`config.mk`:
```
export PLATFORM = sky130hd
export DESIGN_NAME = i2c_target_if
export DESIGN_NICKNAME = d
export VERILOG_FILES = /design/src/rtl/i2c_target_if.sv
export SDC_FILE = /design/constraint.sdc
export NUM_CORES = 1
export LEC_CHECK = 0
export ABC_AREA = 1
export BUFFER_PORTS_ARGS = -buffer_cell sky130_fd_sc_hd__clkbuf_2
export CORE_UTILIZATION = 41
export DETAILED_ROUTE_END_ITERATION = 8
export PLACE_DENSITY_LB_ADDON = 0.25
export SLEW_MARGIN = 0
export SYNTH_ARGS = -nofsm -noshare
export SYNTH_HDL_FRONTEND = slang
export SYNTH_SLANG_ARGS = --single-unit
```
`constraint.sdc`:
```
create_clock -name clk -period 2.76 [get_ports clk]
set_clock_uncertainty 0.05 [all_clocks]
set_input_delay 0.276 -clock clk [delete_from_list [all_inputs] [get_ports clk]]
set_output_delay 0.276 -clock clk [all_outputs]
set_load 0.02 [all_outputs]
```
`src/rtl/i2c_target_if.sv`:
```
// I2C target front end: synchronised and glitch-filtered SCL/SDA, START/STOP detection,
// 7-bit address match, write-byte reception and read-byte service via an open-drain SDA pull-down.
//
// state       | meaning
// IDLE        | bus free or not yet addressed
// ADDR        | shifting in address + R/W bit
// ADDR_ACK    | pulling SDA low for the address ACK
// WR          | shifting in a write byte
// WR_ACK      | pulling SDA low for the write-byte ACK
// RD          | driving a read byte, MSB first
// RD_ACK      | sampling the master's ACK/NACK
// WAIT_STOP   | not addressed or read ended; wait for START/STOP
module i2c_target_if #(
    parameter logic [6:0] ADDR        = 7'h42,
    parameter int         SYNC_STAGES = 2,
    parameter int         FILT        = 3
) (
    input  logic       clk,
    input  logic       rst_n,
    input  logic       scl_i,
    input  logic       sda_i,
    output logic       sda_oe,
    output logic [7:0] rx_data,
    output logic       rx_valid,
    output logic       rx_first,
    input  logic [7:0] tx_data,
    output logic       tx_req,
    output logic       busy
);
    localparam int FW = (FILT > 1) ? $clog2(FILT) : 1;
    localparam logic [FW-1:0] FLOAD = FW'(FILT - 1);

    typedef enum logic [2:0] {
        S_IDLE, S_ADDR, S_ADDR_ACK, S_WR, S_WR_ACK, S_RD, S_RD_ACK, S_WAIT_STOP
    } state_t;

    logic [SYNC_STAGES-1:0] scl_sync, sda_sync;
    logic [1:0]    raw, filt, filt_q;
    logic [FW-1:0] fcnt [2];
    logic          scl_f, sda_f, scl_q, sda_q;
    logic          rise, fall, start, stop;

    state_t     state, state_nxt;
    logic [2:0] bit_cnt, bit_cnt_nxt;
    logic [7:0] shift, shift_nxt, rx_data_nxt;
    logic       oe_q, oe_nxt, rx_valid_nxt, rx_first_nxt, busy_nxt;
    logic       armed, armed_nxt, phase, phase_nxt;

    always_ff @(posedge clk or negedge rst_n) begin
        if (!rst_n) begin
            scl_sync <= '1;
            sda_sync <= '1;
        end else begin
            scl_sync <= {scl_sync[SYNC_STAGES-2:0], scl_i};
            sda_sync <= {sda_sync[SYNC_STAGES-2:0], sda_i};
        end
    end

    assign raw = {scl_sync[SYNC_STAGES-1], sda_sync[SYNC_STAGES-1]};

    // A new level is accepted only after FILT consecutive differing samples.
    always_ff @(posedge clk or negedge rst_n) begin
        if (!rst_n) begin
            filt   <= 2'b11;
            filt_q <= 2'b11;
            for (int i = 0; i < 2; i++) fcnt[i] <= FLOAD;
        end else begin
            filt_q <= filt;
            for (int i = 0; i < 2; i++) begin
                if (raw[i] == filt[i]) begin
                    fcnt[i] <= FLOAD;
                end else if (fcnt[i] == '0) begin
                    filt[i] <= raw[i];
                    fcnt[i] <= FLOAD;
                end else begin
                    fcnt[i] <= fcnt[i] - FW'(1);
                end
            end
        end
    end

    assign scl_f = filt[1];
    assign sda_f = filt[0];
    assign scl_q = filt_q[1];
    assign sda_q = filt_q[0];
    assign rise  = scl_f & ~scl_q;
    assign fall  = ~scl_f & scl_q;
    assign start = scl_f & scl_q & sda_q & ~sda_f;
    assign stop  = scl_f & scl_q & ~sda_q & sda_f;

    always_ff @(posedge clk or negedge rst_n) begin
        if (!rst_n) begin
            state    <= S_IDLE;
            bit_cnt  <= 3'd7;
            shift    <= '0;
            oe_q     <= 1'b0;
            rx_data  <= '0;
            rx_valid <= 1'b0;
            rx_first <= 1'b0;
            busy     <= 1'b0;
            armed    <= 1'b0;
            phase    <= 1'b0;
        end else begin
            state    <= state_nxt;
            bit_cnt  <= bit_cnt_nxt;
            shift    <= shift_nxt;
            oe_q     <= oe_nxt;
            rx_data  <= rx_data_nxt;
            rx_valid <= rx_valid_nxt;
            rx_first <= rx_first_nxt;
            busy     <= busy_nxt;
            armed    <= armed_nxt;
            phase    <= phase_nxt;
        end
    end

    // tx_req is combinational so tx_data is latched in the very clk the fall is seen.
    always_comb begin
        state_nxt    = state;
        bit_cnt_nxt  = bit_cnt;
        shift_nxt    = shift;
        oe_nxt       = oe_q;
        rx_data_nxt  = rx_data;
        rx_valid_nxt = 1'b0;
        rx_first_nxt = rx_first;
        busy_nxt     = busy;
        armed_nxt    = armed;
        phase_nxt    = phase;
        tx_req       = 1'b0;
        if (stop) begin
            state_nxt = S_IDLE;
            oe_nxt    = 1'b0;
            busy_nxt  = 1'b0;
            phase_nxt = 1'b0;
        end else if (start) begin
            state_nxt   = S_ADDR;
            bit_cnt_nxt = 3'd7;
            oe_nxt      = 1'b0;
            phase_nxt   = 1'b0;
        end else begin
            case (state)
                S_IDLE: ;
                S_ADDR: if (rise) begin
                    shift_nxt = {shift[6:0], sda_f};
                    if (bit_cnt == 3'd0) begin
                        phase_nxt = 1'b0;
                        if (shift[6:0] == ADDR) begin
                            state_nxt = S_ADDR_ACK;
                            busy_nxt  = 1'b1;
                        end else begin
                            state_nxt = S_WAIT_STOP;
                            busy_nxt  = 1'b0;
                        end
                    end else begin
                        bit_cnt_nxt = bit_cnt - 3'd1;
                    end
                end
                S_ADDR_ACK: if (fall) begin
                    if (!phase) begin
                        oe_nxt    = 1'b1;
                        phase_nxt = 1'b1;
                    end else begin
                        phase_nxt   = 1'b0;
                        bit_cnt_nxt = 3'd7;
                        if (shift[0]) begin
                            tx_req    = 1'b1;
                            shift_nxt = {tx_data[6:0], 1'b0};
                            oe_nxt    = ~tx_data[7];
                            state_nxt = S_RD;
                        end else begin
                            oe_nxt    = 1'b0;
                            armed_nxt = 1'b1;
                            state_nxt = S_WR;
                        end
                    end
                end
                S_WR: if (rise) begin
                    shift_nxt = {shift[6:0], sda_f};
                    if (bit_cnt == 3'd0) begin
                        rx_data_nxt  = {shift[6:0], sda_f};
                        rx_valid_nxt = 1'b1;
                        rx_first_nxt = armed;
                        armed_nxt    = 1'b0;
                        phase_nxt    = 1'b0;
                        state_nxt    = S_WR_ACK;
                    end else begin
                        bit_cnt_nxt = bit_cnt - 3'd1;
                    end
                end
                S_WR_ACK: if (fall) begin
                    if (!phase) begin
                        oe_nxt    = 1'b1;
                        phase_nxt = 1'b1;
                    end else begin
                        oe_nxt      = 1'b0;
                        phase_nxt   = 1'b0;
                        bit_cnt_nxt = 3'd7;
                        state_nxt   = S_WR;
                    end
                end
                S_RD: if (fall) begin
                    if (bit_cnt == 3'd0) begin
                        oe_nxt    = 1'b0;
                        phase_nxt = 1'b0;
                        state_nxt = S_RD_ACK;
                    end else begin
                        bit_cnt_nxt = bit_cnt - 3'd1;
                        shift_nxt   = {shift[6:0], 1'b0};
                        oe_nxt      = ~shift[7];
                    end
                end
                S_RD_ACK: begin
                    if (rise && !phase) begin
                        if (sda_f) begin
                            state_nxt = S_WAIT_STOP;
                            busy_nxt  = 1'b0;
                        end else begin
                            phase_nxt = 1'b1;
                        end
                    end else if (fall && phase) begin
                        tx_req      = 1'b1;
                        shift_nxt   = {tx_data[6:0], 1'b0};
                        oe_nxt      = ~tx_data[7];
                        bit_cnt_nxt = 3'd7;
                        phase_nxt   = 1'b0;
                        state_nxt   = S_RD;
                    end
                end
                S_WAIT_STOP: oe_nxt = 1'b0;
                default: state_nxt = S_IDLE;
            endcase
        end
    end

    assign sda_oe = oe_q & ~start & ~stop;

endmodule
```
; After elaboration in Yosys (flattened, before gate mapping)
; Cells that the tools add are included.
[word_totals]
ff_bits = 40
in_bits = 12
out_inout_bits = 13
word_cells = 203
[classes]
add_sub_neg = 3
n_eq_ne = 49
mux = 88
bitwise = 19
reduce_logical = 26
[op_table]
columns = op, count
row1 = $mux W3, 25
row2 = $mux W8, 8
row3 = $ne A4 B4 Y1 const B, 12
row4 = $mux W1, 43
row5 = $pmux W8 S4, 1
row6 = $ne A3 B3 Y1 const B, 7
row7 = $ne A2 B2 Y1 const B, 10
row8 = $pmux W3 S6, 1
row9 = $reduce_and A6 Y1, 3
row10 = $reduce_and A8 Y1, 2
row11 = $ne A5 B5 Y1 const B, 3
row12 = $reduce_and A13 Y1, 1
row13 = $eq A3 B3 Y1 const B, 4
row14 = $pmux W3 S4, 1
row15 = $reduce_and A11 Y1, 1
row16 = $not A1 Y1, 10
row17 = $reduce_and A10 Y1, 1
row18 = $and A1 B1 Y1, 9
row19 = $ne A3 B1 Y1 const B, 3
row20 = $mux W2, 4
row21 = $ne A4 B1 Y1 const B, 2
row22 = $reduce_bool A8 Y1, 1
row23 = $eq A7 B7 Y1 const B, 1
row24 = $reduce_bool A7 Y1, 1
row25 = other kinds (21), 31

; Depth between registers and ports, before layout
[depth]
depth_word = 8
ltp_mapped = 12
depth_no_buf = 11

; Worst setup path after synthesis
; OpenSTA, ideal clock, no wires.
[synth_timing]
path_type = flip-flop to flip-flop
start = register bit_cnt[0]
end = register shift[5]
setup_ps = 121
t_arrival_ps = 1537
t_required_ps = 2589
slack_ps = 1052
stages_incl_launch_ff = 10
n_path_buf = 1
synth_period_minus_slack_ps = 1708
cell_sequence = dfstp_2 > inv_1 > ha_1 > nand2_1 > nor2_1 > nor2_4 > nand3_4 > buf_6 > nand2_2 > o21ai_2
[synth_between]
elab_chain_len = 3
[synth_lines]
columns = item, line_no
row1 = start: declaration, 44  ; logic [2:0] bit_cnt, bit_cnt_nxt;
row2 = start signal: assignment, 105  ; bit_cnt <= bit_cnt_nxt;
row3 = $logic_not A3 Y1, 202  ; if (bit_cnt == 3'd0) begin
row4 = $ne A2 B2 Y1 (no source line), n/a
row5 = $reduce_and A11 Y1 (no source line), n/a
row6 = end signal: assignment, 106  ; shift <= shift_nxt;
row7 = end: declaration, 45  ; logic [7:0] shift, shift_nxt, rx_data_nxt;
; Every way passes these cells.
; A chain may end at the register's enable or synchronous reset.

; Worst setup path in the final report
[layout_timing]
start = register state[0]
end = output tx_req
[layout_between]
elab_chain_len = 4
word_cells_on_any_way = 5
cone_classes = eq/ne: 2 / mux: 3
[layout_lines]
columns = item, line_no
row1 = start: declaration, 43  ; state_t state, state_nxt;
row2 = start signal: assignment, 104  ; state <= state_nxt;
row3 = $eq A3 B3 Y1 / $eq A3 B2 Y1 (equally long branches), 141  ; case (state)
row4 = $pmux W1 S2 *, 141
row5 = $mux W1 *, 135  ; end else if (start) begin
row6 = $mux W1 *, 130  ; if (stop) begin
row7 = end: declaration, 27  ; output logic tx_req,
; Every way passes the cells marked *; elsewhere a longest branch is shown, timed or not.

==> flow_metrics.env <==
export IMPL_netlist_instances=305
export IMPL_arrival_ns=1.70
export IMPL_start_kind="flop"
export IMPL_synth_area_mux_share=0.00841
export IMPL_dr_pass1_iters=4
export IMPL_post_cts_setup_buffers=0
export IMPL_ir_drop_uv=631
export IMPL_hold_class="in -> async"
export IMPL_crit_fanout=11
export IMPL_wirelength_um=5260
export IMPL_finalHoldViolations=0
export IMPL_areaGrowthSynthToFinish_pct=11.8
export IMPL_die_x_um=78.2
export IMPL_end_kind="output port"
export IMPL_setup_slack_ns=0.735
export IMPL_portBuffers=24
export IMPL_syn_num_nets=323
export IMPL_cts_root_buffer="clkbuf_8"
export IMPL_avgSynthCellArea_um2=7.80
export IMPL_placed_cells_incl_taps=394
export IMPL_synth_top_family_by_area="simple AND/OR/NAND/NOR gates"
export IMPL_criticalPathCategory="reg -> out"
export IMPL_fmax_mhz=494
export IMPL_synth_xor_area_frac=0.0110
export IMPL_synth_enable_flop_cells=0
export IMPL_yosysWarningCount=0
export IMPL_diodes=0
export IMPL_finalNonFillerCells=404
export IMPL_finalPower_uw=3590
export IMPL_drc=0
export IMPL_drive_gt1_frac=0.262
export IMPL_htree_levels=2
export IMPL_die_area_um2=6110
export IMPL_maxCapViolCount=0
export IMPL_final_common_cell="nand2_1"
export IMPL_dp_final_hpwl_um=3950
export IMPL_numCtsBuffers=5
export IMPL_core_um2=5540
export IMPL_ctsResizeCount=0
export IMPL_die_h_um=78.2
export IMPL_tns_ns=0
export IMPL_row_count=27
export IMPL_clk_pin_slew_worst_paths_ns=0.08
export IMPL_first_iter_violations=166
export IMPL_initial_utilization=0.430
export IMPL_ant_nets=0
export IMPL_hold_buffers=0
export IMPL_fin_crit_sh=0.734
export IMPL_wl_per_cell_um=13.0
export IMPL_grt_pass1_wl_um=9290
export IMPL_grt_max_degree=41
export IMPL_grt_pass1_vias=1966
export IMPL_grt_use_total=0.195
export IMPL_async_reset_ff_frac=1.00
export IMPL_synth_adder_area_share=0.0315
export IMPL_timing_hold_ws_ns=0.0764
export IMPL_cts_buffer_depth=2
export IMPL_status="completed"
export IMPL_p_per_area_nw_per_um2=1350
export IMPL_synth_main_ff_cell="dfrtp_1"
export IMPL_maxSlewHeadroom=0.348
export IMPL_yosysSeqAreaShare=0.427
export IMPL_final_cell_mix="84 x nand2_1, 31 x nor2_1, 27 x dfrtp_1, 26 x nand3_1, 25 x inv_1"
export IMPL_syn_area_um2=2380
export IMPL_vias=2030
export IMPL_setup_viol_count_final=0
export IMPL_ys_seq_elements=40
export IMPL_ios=25
export IMPL_critPathRequiredTime_ns=2.43
export IMPL_clkLatencyLatePin_ns=0.29
export IMPL_slew_viol_final=0
export IMPL_min_period_ns=2.03
export IMPL_synth_simple_area_share=0.331
export IMPL_power_leakage_uw=0.00136
export IMPL_cts_sinks=40
export IMPL_synth_compound_area_frac=0.108
export IMPL_cts_tree="done"
export IMPL_pre_cts_ws_ns=0.879
export IMPL_nets=349
export IMPL_rsz0062_at_grt="false"
export IMPL_overflow=0
export IMPL_viasPerCell=5.02
export IMPL_antenna_found_initial=0
export IMPL_synthDistinctLibCells=34
export IMPL_gp_congestion=0.948
export IMPL_worst_pin_slew_ns=0.979
==> flip-flops by register name, summed over array words and instances, names as in the netlist <==
signal    count
state         3
sda_sync      2
scl_sync      2
fcnt          4
shift         8
bit_cnt       3
busy          1
armed         1
rx_valid      1
filt          2
phase         1
rx_data       8
rx_first      1
oe_q          1
filt_q        2
==> where the power goes <==
group          leakage (uW)  internal (uW)  switching (uW)
Combinational      0.000817            678            1300
Sequential         0.000485            871             258
Clock             0.0000541            268             217
Total               0.00136           1820            1770
==> cell usage after synthesis, types with 4 or more instances <==
| master | number | area [um2] |
|---|---|---|
| inv_2 | 9 | 33.8 |
| o21ai_1 | 12 | 60.1 |
| o21ai_0 | 4 | 20.0 |
| inv_1 | 25 | 93.8 |
| nor2_1 | 31 | 116 |
| o21ai_2 | 8 | 70.1 |
| nand3_1 | 26 | 130 |
| ha_1 | 6 | 75.1 |
| dfrtp_1 | 27 | 676 |
| nand2_2 | 8 | 50.1 |
| a21oi_1 | 12 | 60.1 |
| nand2_1 | 84 | 315 |
| dfstp_2 | 13 | 342 |
| nor2_2 | 6 | 37.5 |
==> area by class of cell <==
type | count | area, um2
Timing Repair Buffer | 26 | 140
Fill cell | 578 | 2880
Clock inverter | 3 | 42.5
Tap cell | 72 | 90.1
Inverter | 36 | 138
Clock buffer | 5 | 68.8
Sequential cell | 40 | 1020
Multi-Input combinational cell | 222 | 1160
==> cell families (layout without fill, tap and decap cells) <==
| kind of cell | count (synthesis) | after routing |
|---|---|---|
| compound gates | 42 | 42 |
| simple gates | 169 | 169 |
| buf+inv | 43 | 70 |
| xor+xnor | 3 | 3 |
| flops | 40 | 40 |
| fa+ha+maj | 6 | 6 |
| mux | 2 | 2 |
==> per-layer routing <==
metal  global-route usage  share of wire  vias up  wire, um
met4                0.100          0.029        0       153
li1                     -              -     1026         -
met2                0.296           0.44       55      2340
met3               0.0407          0.042       15       219
met1                0.262           0.48      934      2550
met5                    0              0        -         0
==> worst max-delay path: stages (launching register included) <==
cell and delay, ns:
dfrtp_1 0.57, inv_2 0.19, nand2_4 0.09, a211oi_1 0.33, clkbuf_2 0.23
==> worst paths after layout <==
kind | start | slack (ns) | cells after the start | end
worst min-delay path | rst_n | 0.08 | 1 | fcnt[2]
min in group clk | tx_data[3] | 0.21 | 3 | shift[4]
worst max register to register | bit_cnt[0] | 0.87 | 8 | shift[7]
worst min register to register | scl_sync[0] | 0.31 | 0 | scl_sync[1]
worst max-delay path | state[0] | 0.73 | 4 | tx_req
max in group asynchronous | rst_n | 1.98 | 1 | shift[2]
==> through the flow <==
| step | cell area [um2] | util |
|---|---|---|
| 2_1_floorplan | 2380 | - |
| 3_3_place_gp | 2530 | 0.457 |
| 3_5_place_dp | 2530 | 0.457 |
| 4_1_cts | 2640 | 0.477 |
| 5_1_grt | 2660 | 0.480 |
| 6_report | 2660 | 0.480 |
Note: power is estimated with default switching activity, not from simulation.
